==> config.mk <==
export PLATFORM = sky130hd
export DESIGN_NAME = alu_seq_ctrl
export DESIGN_NICKNAME = d
export VERILOG_FILES = /design/src/rtl/alu_seq_ctrl.sv
export SDC_FILE = /design/constraint.sdc
export NUM_CORES = 1
export LEC_CHECK = 0
export CORE_MARGIN = 2
export CORE_UTILIZATION = 39
export DETAILED_ROUTE_END_ITERATION = 8
export PLACE_DENSITY_LB_ADDON = 0.25
export SLEW_MARGIN = 20
export SYNTH_ARGS = -nofsm -noshare
export SYNTH_HDL_FRONTEND = slang
export SYNTH_SLANG_ARGS = --single-unit
==> constraint.sdc <==
create_clock -name clk -period 1.9 [get_ports clk]
set_input_delay 0.19 -clock clk [delete_from_list [all_inputs] [get_ports clk]]
set_output_delay 0.19 -clock clk [all_outputs]
set_load 0.05 [all_outputs]
==> src/rtl/alu_seq_ctrl.sv <==
// Multi-cycle command sequencer for alu_16bit: issues one op, optionally chains
// the result back as operand1 up to 2^RPTW times, and returns the final result.
module alu_seq_ctrl #(
   parameter int DWIDTH = 16,
   parameter int RPTW   = 4
) (
   input  logic              clk,
   input  logic              rst_n,
   input  logic              cmd_valid,
   output logic              cmd_ready,
   input  logic [3:0]        cmd_op,
   input  logic [DWIDTH-1:0] cmd_a,
   input  logic [DWIDTH-1:0] cmd_b,
   input  logic [RPTW-1:0]   cmd_rpt,
   input  logic              cmd_until_z,
   output logic [3:0]        alu_op,
   output logic [DWIDTH-1:0] alu_a,
   output logic [DWIDTH-1:0] alu_b,
   input  logic [DWIDTH-1:0] alu_out,
   input  logic              alu_z,
   output logic              rsp_valid,
   input  logic              rsp_ready,
   output logic [DWIDTH-1:0] rsp_data,
   output logic              rsp_nz,
   output logic [RPTW:0]     rsp_iters,
   output logic              rsp_err,
   output logic              busy
);

   localparam logic [3:0] OP_MAX = 4'b0110;

   typedef enum logic [2:0] {IDLE, ISSUE, WAIT_OUT, WAIT_Z, DONE} state_t;

   state_t              state_q;
   logic                cmd_ready_q, rsp_valid_q, busy_q;
   logic [3:0]          alu_op_q;
   logic [DWIDTH-1:0]   alu_a_q, alu_b_q, rsp_data_q;
   logic                rsp_nz_q, rsp_err_q, until_z_q;
   logic [RPTW-1:0]     rpt_q;
   logic [RPTW:0]       iter_q;

   logic [RPTW:0]       iter_d;
   logic                finish_d;

   // Exit on the programmed count or, if requested, on the ALU's zero flag.
   assign iter_d   = iter_q + (RPTW+1)'(1);
   assign finish_d = (iter_d == ({1'b0, rpt_q} + (RPTW+1)'(1))) || (until_z_q && !alu_z);

   // NOTE: every register, including the captured command fields, is cleared by the
   // async reset so a command interrupted mid-flight leaves nothing behind; all
   // state updates use non-blocking assignments so each sees the pre-edge values.
   always_ff @(posedge clk or negedge rst_n) begin
      if (!rst_n) begin
         state_q     <= IDLE;
         cmd_ready_q <= 1'b0;
         rsp_valid_q <= 1'b0;
         busy_q      <= 1'b0;
         alu_op_q    <= '0;
         alu_a_q     <= '0;
         alu_b_q     <= '0;
         rsp_data_q  <= '0;
         rsp_nz_q    <= 1'b0;
         rsp_err_q   <= 1'b0;
         until_z_q   <= 1'b0;
         rpt_q       <= '0;
         iter_q      <= '0;
      end else begin
         case (state_q)
            IDLE: begin
               cmd_ready_q <= 1'b1;
               if (cmd_valid && cmd_ready_q) begin
                  cmd_ready_q <= 1'b0;
                  busy_q      <= 1'b1;
                  rpt_q       <= cmd_rpt;
                  until_z_q   <= cmd_until_z;
                  iter_q      <= '0;
                  if (cmd_op > OP_MAX) begin
                     // Illegal opcode: answer immediately without touching the ALU.
                     rsp_err_q   <= 1'b1;
                     rsp_data_q  <= '0;
                     rsp_nz_q    <= 1'b0;
                     rsp_valid_q <= 1'b1;
                     state_q     <= DONE;
                  end else begin
                     rsp_err_q <= 1'b0;
                     alu_op_q  <= cmd_op;
                     alu_a_q   <= cmd_a;
                     alu_b_q   <= cmd_b;
                     state_q   <= ISSUE;
                  end
               end
            end
            ISSUE:    state_q <= WAIT_OUT;
            WAIT_OUT: state_q <= WAIT_Z;
            WAIT_Z: begin
               rsp_data_q <= alu_out;
               rsp_nz_q   <= alu_z;
               iter_q     <= iter_d;
               if (finish_d) begin
                  // Park the ALU on pass while idle.
                  alu_op_q    <= '0;
                  rsp_valid_q <= 1'b1;
                  state_q     <= DONE;
               end else begin
                  alu_a_q <= alu_out;
                  state_q <= ISSUE;
               end
            end
            DONE: begin
               if (rsp_ready) begin
                  rsp_valid_q <= 1'b0;
                  busy_q      <= 1'b0;
                  cmd_ready_q <= 1'b1;
                  state_q     <= IDLE;
               end
            end
            default: state_q <= IDLE;
         endcase
      end
   end

   assign cmd_ready = cmd_ready_q;
   assign rsp_valid = rsp_valid_q;
   assign busy      = busy_q;
   assign alu_op    = alu_op_q;
   assign alu_a     = alu_a_q;
   assign alu_b     = alu_b_q;
   assign rsp_data  = rsp_data_q;
   assign rsp_nz    = rsp_nz_q;
   assign rsp_iters = iter_q;
   assign rsp_err   = rsp_err_q;

endmodule

Word-level counts from Yosys, hierarchy flattened
Cells that the tools add are included.
- output and inout port bits: 62
- register bits after elaboration: 70
- input bits: 62
- logic and storage cells: 78
- add/subtract/negate cells: 2
- bitwise logic cells: 1
- muxes and demuxes: 32
- magnitude comparators: 1
- reduce and logical (&&, ||, !) cells: 18
- equal/unequal tests: 11
- operators with widths (kind ; number):
    16-bit two-way mux ; 5
    16-bit case mux with 2 select lines ; 2
    3-bit case mux with 5 select lines ; 1
    3-bit two-way mux ; 4
    4-bit two-way mux ; 3
    2-bit inequality test, second input constant ; 6
    1-bit two-way mux ; 10
    5-bit case mux with 2 select lines ; 1
    3-bit AND reduction ; 3
    4-bit case mux with 2 select lines ; 1
    2-bit AND reduction ; 4
    4-bit AND reduction ; 2
    3-bit by 2-bit == test with 1-bit output, second input constant ; 2
    1-bit case mux with 2 select lines ; 3
    4-bit by 1-bit adder with 5-bit output, second input constant ; 1
    5-bit by 1-bit adder with 5-bit output, second input constant ; 1
    5-bit == test ; 1
    5-bit two-way mux ; 1
    5-bit AND reduction ; 1
    4-bit by 3-bit > comparator with 1-bit output, second input constant ; 1
    2-bit nonzero test ; 2
    3-bit by 1-bit == test with 1-bit output, second input constant ; 1
    3-bit == test, second input constant ; 1
    3-bit zero test ; 1
    6 further kinds ; 7

Longest topological paths before layout
Gate-level depths: netlist (run 1).
- depth after elaboration: 5
- gate-level depth with buffers: 8
- gate-level depth less buffers: 7

Worst setup path before layout (run 1)
No wires, ideal clock.
- path kind: reg-to-reg
- start: reg iter_q[0] (netlist: rsp_iters[0])
- end: reg alu_a_q[10] (netlist: alu_a[10])
- buffers on the path: 1
- slack: -0.434 ns
- data required time: 1.769 ns
- data arrival time: 2.203 ns
- cell stages (with the launch flop): 8
- cell sequence: dfrtp_1 > ha_1 > nand3_2 > xnor3_1 > nand4_2 > o21ai_4 > buf_2 > a22oi_2
- cells in the longest elaborated chain, start to end: 5
- RTL lines (item ; RTL line ; text):
    from (decl) ; 40 ; logic [RPTW:0] iter_q;
    from (signal assigned) ; 98 ; iter_q <= iter_d;
    5-bit by 1-bit adder with 5-bit output ; 46 ; assign iter_d = iter_q + (RPTW+1)'(1);
    5-bit == test ; 47 ; assign finish_d = (iter_d == ({1'b0, rpt_q} + (RPTW+1)'(1))) || (until_z_q && !alu_z);
    1-bit logical OR ; 47 ;
    2-bit inequality test (no source line) ; n/a ;
    4-bit AND reduction (no source line) ; n/a ;
    to (signal assigned) ; 87 ; alu_a_q <= cmd_a;
    to (signal assigned) ; 105 ; alu_a_q <= alu_out;
    to (decl) ; 37 ; logic [DWIDTH-1:0] alu_a_q, alu_b_q, rsp_data_q;
No other way between the ends.
A chain may end at the register's enable or synchronous reset.

Worst setup path in the final report (run 1)
- start: reg iter_q[0] (netlist: rsp_iters[0])
- end: reg alu_a_q[2] (netlist: alu_a[2])
Same word-level chain as after synthesis.

==> out/metrics.csv, run 1 <==
stage,metric,value,unit
place,place.gp.congestion,0.785,
clocking,clock-root-buffer,clkbuf_8,
hold_path,min_to,alu_b[9],
detailed_routing,drt_first_pass_iters,4,
synthesis,synth_area_leaders,"dfrtp_1 (57%), nand2_1 (7.3%), a22o_1 (5.7%)",
timing,fin_crit,1.85,ns
timing,drv_slew,0,
cells_and_area,nFillCells,660,
run_status,status,finished clean,
worst_setup_path,path_max_fanout,8,
clocking,clk_latency,0.34,ns
pwr,p_per_area,2040,nW/um^2
hold_path,hp-start,cmd_b[9],
flow_run,max_cap_violations,0,
global_route,grt_pass1_vias,2600,
synthesis,synth_top_area_share,56.8,%
timing,slew-limit-headroom,63.6,%
detailed_routing,viasPerCell,4.95,
timing,max_freq,0.541,GHz
worst_setup_path,ff2ff_path_depth,8,
synthesis,ys_seq_elements,70,
worst_setup_path,crit_arrival,2.07,ns
hold_path,hold_class,in -> reg,
detailed_routing,ant_nets,0,
global_route,grt_pass1_wl,12700,um
worst_setup_path,cp-end-kind,register,
detailed_routing,wl,8080,um
floorplan,die_x,92.9,um
pwr,p_leak,2.14,nW
clocking,clock_sinks,70,
cells_and_area,area_growth,57.4,%
synthesis,yosysTopAreaCell,dfrtp_1,
detailed_routing,drt_iter0_markers,59,
hold_path,min_path_cells,3,
timing,finalSetupViolations,0,
worst_setup_path,reg2reg_slack,0.05,ns
synthesis,yosys_warnings,0,
timing,worst_clock_skew,0.00654,ns
floorplan,die_y,92.9,um
cells_and_area,nNetsFinal,485,
worst_setup_path,r2r-start,rsp_iters[0],
pwr,vdd_drop_max,1.10,mV
floorplan,start_util,40.1,%
clocking,cts_tree,yes,
timing,tightest_slew,0.544,ns
detailed_routing,route.vias.total,2604,
floorplan,coreArea,7690,um^2
synthesis,avgSynthCellArea,11.0,um^2
cells_and_area,antenna-diode-count,0,
cells_and_area,drive_above_1_share,16.7,%
detailed_routing,drc,0,
synthesis,synth_seq_area_share,56.8,%
place,io_buffers,123,
worst_setup_path,worst_ep_required_time,2.12,ns
timing,tns,0,ns
floorplan,dieArea,8640,um^2
timing,rsz0062_at_grt,true,
floorplan,ioPinCount,124,
cells_and_area,instances_no_fill,526,
timing,hold_viol,0,
detailed_routing,wl_per_cell,15.4,um
worst_setup_path,worst_setup_path_start_kind,register,
clocking,clk_pin_slew,0.07,ns
global_route,gr-total-overflow,0,
global_route,grt_max_degree,71,
clocking,clockBufferDepth,2,
place,place_hpwl,5610,um
place,dp.cells,505,
clocking,cts_max_level,3,
worst_setup_path,rr_endpoint,alu_a[2],
worst_setup_path,worstSetupPathType,reg -> reg,
timing,finalCritPeriodShare,97.3,%
floorplan,num_rows,32,
global_route,grt_use_total,19.0,%
synthesis,synth_nets,344,
synthesis,syn-instance-count,280,
synthesis,synth_area,3080,um^2
synthesis,synth_cell_types,36,
global_route,antenna_found_initial,0,
clocking,cts_made_buffers,9,
-- through the flow --
stage	cell area, um^2	total power [mW]	utilization, %	hold WS, ns	setup slack (ns)
after global placement	4550	8.50	59.2	0.245	0.0707
after floorplan	3110	6.58	-	-0.106	-0.0197
after CTS	4740	9.72	61.7	0.356	0.00617
after detailed placement	4550	8.58	59.2	0.250	0.0195
after global routing	4860	10.4	63.2	0.369	-0.0431
final	4860	9.91	63.2	0.375	0.0516
-- worst max-delay path by stage --
stage                            start        end  slack, ns  cells after the start
after floorplan           rsp_iters[0]  alu_a[10]      -0.02                      8
after global placement        rpt_q[0]   alu_a[5]       0.07                      7
after detailed placement      rpt_q[1]   alu_a[5]       0.02                      7
after CTS                     rpt_q[1]  alu_op[0]      0.006                      7
after global routing          rpt_q[1]  alu_a[10]      -0.04                      8
final                     rsp_iters[0]   alu_a[2]       0.05                      8
-- sequential cells by signal (all words and copies together), names as in the netlist --
register	count
alu_a	16
alu_b	16
rsp_data	16
rsp_iters	5
alu_op	4
rpt_q	4
state_q	3
busy	1
cmd_ready	1
rsp_err	1
rsp_nz	1
rsp_valid	1
until_z_q	1
-- cells in the final DEF, fill, tap and decap left out, types with 2 or more instances in the layout --
master	netlist	final
nand2b_1	2	2
xnor2_2	0	2
a22oi_2	10	15
nor2_1	27	26
buf_4	0	15
mux2i_1	16	16
dfrtp_2	0	3
ha_4	0	2
o21ai_0	8	8
clkbuf_8	0	12
inv_1	2	2
clkdlybuf4s50_1	0	120
nand2_1	60	60
a31oi_1	3	3
and2_1	2	2
mux2_2	5	5
nand3_1	5	5
a21oi_1	5	5
nor2_2	1	2
buf_12	0	4
dfrtp_1	70	67
xnor2_1	8	6
a22o_1	20	20
-- kinds of logic after synthesis --
logic type                 share of synthesized area, %
DFF                                                56.8
and+or+nand+nor                                    14.5
adders and majority gates                         0.811
xor gates and xnor gates                           3.29
AOI/OAI and AO/OA                                  15.2
buffers and inverters                              2.39
muxes                                              7.02
-- timing repair --
item | CTS | global route
hold endpoints to repair | 70 | 0
hold buffers | 1 | 0
pin swaps | 1 | 2
resized for setup | 1 | 9
gates cloned | 0 | 2
buffers inserted | 0 | 4
setup endpoints to repair | 4 | 21
-- layer usage --
| metal | up-vias | global-route usage (%) | wire length [um] |
|---|---|---|---|
| li1 | 1254 | - | - |
| met1 | 1267 | 25.3 | 3550 |
| met2 | 79 | 28.7 | 3940 |
| met3 | 4 | 6.59 | 518 |
| met4 | 0 | 7.11 | 61 |
| met5 | - | 0 | 0 |
-- critical path, cell delays in order, from the launching register on --
cell and delay (ns):
dfrtp_2 0.45, ha_4 0.19, xnor2_2 0.13, xnor2_1 0.17, nand4_2 0.16, o21ai_4 0.24
buf_4 0.18, clkbuf_16 0.16, a22oi_2 0.06
-- final cells by class --
cell class / count / area [um^2] / area share, %
Sequential cell: 70 / 1760 / 36.2
Timing Repair Buffer: 143 / 1450 / 29.8
Multi-Input combinational cell: 195 / 1350 / 27.7
Clock buffer: 13 / 169 / 3.48
Tap cell: 102 / 128 / 2.63
Inverter: 2 / 7.51 / 0.155
Clock inverter: 1 / 5.00 / 0.103
-- power by group --
group          internal (mW)  leakage [nW]  switching (mW)  total [mW]
Combinational           2.42          1.21            3.71        6.13
Sequential              2.18         0.845           0.514        2.70
Clock                  0.566        0.0914           0.518        1.08
-- cells in the mapped netlist (all sizes together) --
cell and instances:
a21o 1, a21oi 5, a22o 20, a22oi 16, a31oi 3, and2 2, and3 1, buf 8
clkbuf 6, dfrtp 70, ha 2, inv 2, mux2 5, mux2i 16, nand2 62, nand2b 2
nand3 6, nand4 1, nor2 28, nor3 1, o21ai 9, o22a 1, o31ai 1, or2 1
or3 1, xnor2 8, xnor3 1, xor2 1
Note: power is estimated with default switching activity, not from simulation.
==> run 2: changes to the inputs <==
--- a/config.mk
+++ b/config.mk
@@ -6,7 +6,7 @@
 export NUM_CORES = 1
 export LEC_CHECK = 0
 export CORE_MARGIN = 2
-export CORE_UTILIZATION = 39
+export CORE_UTILIZATION = 35
 export DETAILED_ROUTE_END_ITERATION = 8
 export PLACE_DENSITY_LB_ADDON = 0.25
 export SLEW_MARGIN = 20
==> run 2 against run 1 <==
Sequential power about the same. Largest power group unchanged. Global-route usage decreased by 1.2 points. Utilization decreased by 5.7 points. Fmax decreased by 1.8%. Critical path depth unchanged. Clock power increased by 33%. Worst setup slack got worse by 0.033 ns. Wire length increased by 6.9%. Clock skew decreased by 0.00052 ns. Largest cell class unchanged. Combinational power about the same. Register-to-register slack got worse by 0.03 ns. Power increased by 3.8%.
==> out/metrics.csv, run 2 (same netlist as run 1, synthesis figures left out) <==
stage,metric,value,unit
detailed_routing,wl_per_cell,16.1,um
pwr,p_leak,2.17,nW
worst_setup_path,max_stage_delay,0.42,ns
clocking,cts_max_level,3,
worst_setup_path,path_max_fanout,4,
floorplan,die_y,97.9,um
floorplan,die_x,97.9,um
clocking,clock_sinks,70,
clocking,clock-root-buffer,clkbuf_8,
pwr,swShare,47.1,%
detailed_routing,wl,8630,um
cells_and_area,final_common_cell,clkdlybuf4s50_1,
cells_and_area,antenna-diode-count,0,
pwr,pwr-share-comb,59.9,%
global_route,gr-total-overflow,0,
pwr,power_frac_seq,26.1,%
global_route,grt_pass1_vias,2738,
place,place_hpwl,6110,um
place,dpl_worst_slack,0.0333,ns
floorplan,ioPinCount,124,
cells_and_area,drive_above_1_share,18.0,%
worst_setup_path,ff2ff_path_depth,8,
timing,worst_clock_skew,0.00602,ns
hold_path,hold_class,in -> reg,
timing,hold_viol,0,
floorplan,num_rows,34,
place,dp.cells,512,
timing,finalCritPeriodShare,99.0,%
timing,layout_setup_ws,0.0182,ns
pwr,p_per_area,2080,nW/um^2
cells_and_area,layout_common_cells,"clkdlybuf4s50_1 (121), dfrtp_1 (67), nand2_1 (59), nor2_1 (26), a22o_1 (20)",
pwr,pwr-share-clk,14.0,%
place,io_buffers,123,
floorplan,start_util,35.7,%
worst_setup_path,crit_arrival,2.11,ns
detailed_routing,drt_first_pass_iters,4,
global_route,grt_use_met3,4.51,%
clocking,cts_made_buffers,9,
timing,max_freq,0.531,GHz
cells_and_area,area_growth,60.8,%
pwr,p_int,5.45,mW
worst_setup_path,critPathLaunch,rsp_iters[0],
detailed_routing,drc,0,
detailed_routing,ant_nets,0,
clocking,clockBufferDepth,2,
cells_and_area,utilization,57.4,%
floorplan,dieArea,9580,um^2
timing,slew-limit-headroom,59.1,%
worst_setup_path,worstSetupPathType,reg -> reg,
detailed_routing,route.vias.total,2646,
timing,finalSetupViolations,0,
timing,tns,0,ns
worst_setup_path,worst_setup_path_start_kind,register,
cells_and_area,nNetsFinal,487,
detailed_routing,drt_iter0_markers,104,
flow_run,max_cap_violations,0,
timing,holdWs,0.378,ns
hold_path,min_path_cells,3,
global_route,grt_pass1_wl,13600,um
global_route,gr-usage-met1,22.6,%
global_route,top_usage_layer,met2,
worst_setup_path,cp_slowest_cell,dfrtp_2,
place,place.gp.congestion,0.821,
global_route,grt_max_degree,37,
global_route,antenna_found_initial,0,
clocking,clk_latency,0.33,ns
floorplan,coreArea,8640,um^2
clocking,clk_pin_slew,0.08,ns
run_status,status,finished clean,
clocking,cts_tree,yes,
timing,drv_slew,0,
timing,rsz0062_at_grt,true,
timing,fin_crit,1.88,ns
pwr,vdd_drop_max,1.16,mV
global_route,grt_use_met2,29.3,%
cells_and_area,instances_no_fill,536,
detailed_routing,viasPerCell,4.94,
worst_setup_path,worst_ep_required_time,2.13,ns
hold_path,hp-start,cmd_b[11],
pwr,switchingPower,4.84,mW
worst_setup_path,cp_cell_sequence,ha_4 -> nand3_4 -> xnor3_1 -> nand4_2 -> o21ai_4 -> buf_4 -> nand2_2 -> a22o_1,
worst_setup_path,r2r-start,rsp_iters[0],
global_route,grt_use_total,17.8,%
worst_setup_path,cp-end-kind,register,
timing,tightest_slew,0.613,ns
-- run 2: layer usage --
| metal | vias to the layer above | share of wire (%) |
|---|---|---|
| li1 | 1260 | - |
| met1 | 1310 | 43 |
| met2 | 66 | 50 |
| met3 | 10 | 4.8 |
| met4 | 0 | 1.5 |
| met5 | - | 0 |
-- run 2: timing repair --
item / CTS / global route
hold buffers: 1 / 0
buffers inserted: 0 / 5
gates resized for setup: 0 / 16
setup endpoints to repair: 0 / 23
endpoints found under the hold margin: 23 / 0
-- run 2: power groups by stage --
stage | combinational (mW) | clock, mW | sequential [mW]
floorplan | 1.97 | 0 | 4.61
global placement | 5.75 | 0 | 2.67
detailed placement | 5.82 | 0 | 2.68
CTS | 5.83 | 1.48 | 2.68
global route | 6.52 | 1.54 | 2.78
finish | 6.16 | 1.44 | 2.69
-- run 2: worst max-delay path, delay by kind of cell (launching register included) --
| kind | cells | cell delay (ns) |
|---|---|---|
| xor gates and xnor gates | 1 | 0.31 |
| adders and majority gates | 1 | 0.19 |
| and+or+nand+nor | 3 | 0.31 |
| DFF | 1 | 0.42 |
| buffers and inverters | 1 | 0.13 |
| AOI/OAI and AO/OA | 2 | 0.41 |
-- run 2: final timing paths --
kind,endpoint,slack (ns)
setup / recovery,alu_op[0],0.02
hold reg to reg,alu_b[6],0.48
min in group asynchronous,rsp_data[12],0.41
setup reg to reg,alu_op[0],0.02
hold / removal,alu_b[11],0.38
max in group asynchronous,rsp_iters[2],0.85
-- run 2: stage by stage --
| stage | power (mW) | area (um^2) |
|---|---|---|
| floorplan | 6.58 | 3110 |
| global placement | 8.43 | 4540 |
| detailed placement | 8.50 | 4540 |
| CTS | 9.98 | 4790 |
| global route | 10.8 | 4960 |
| finish | 10.3 | 4960 |
-- run 2: area by class of cell --
| cell class | count | area [um^2] |
|---|---|---|
| Timing Repair Buffer | 145 | 1460 |
| Clock buffer | 10 | 128 |
| Sequential cell | 70 | 1760 |
| Clock inverter | 6 | 110 |
| Tap cell | 108 | 135 |
| Multi-Input combinational cell | 195 | 1360 |
| Fill cell | 766 | 3680 |
| Inverter | 2 | 7.51 |
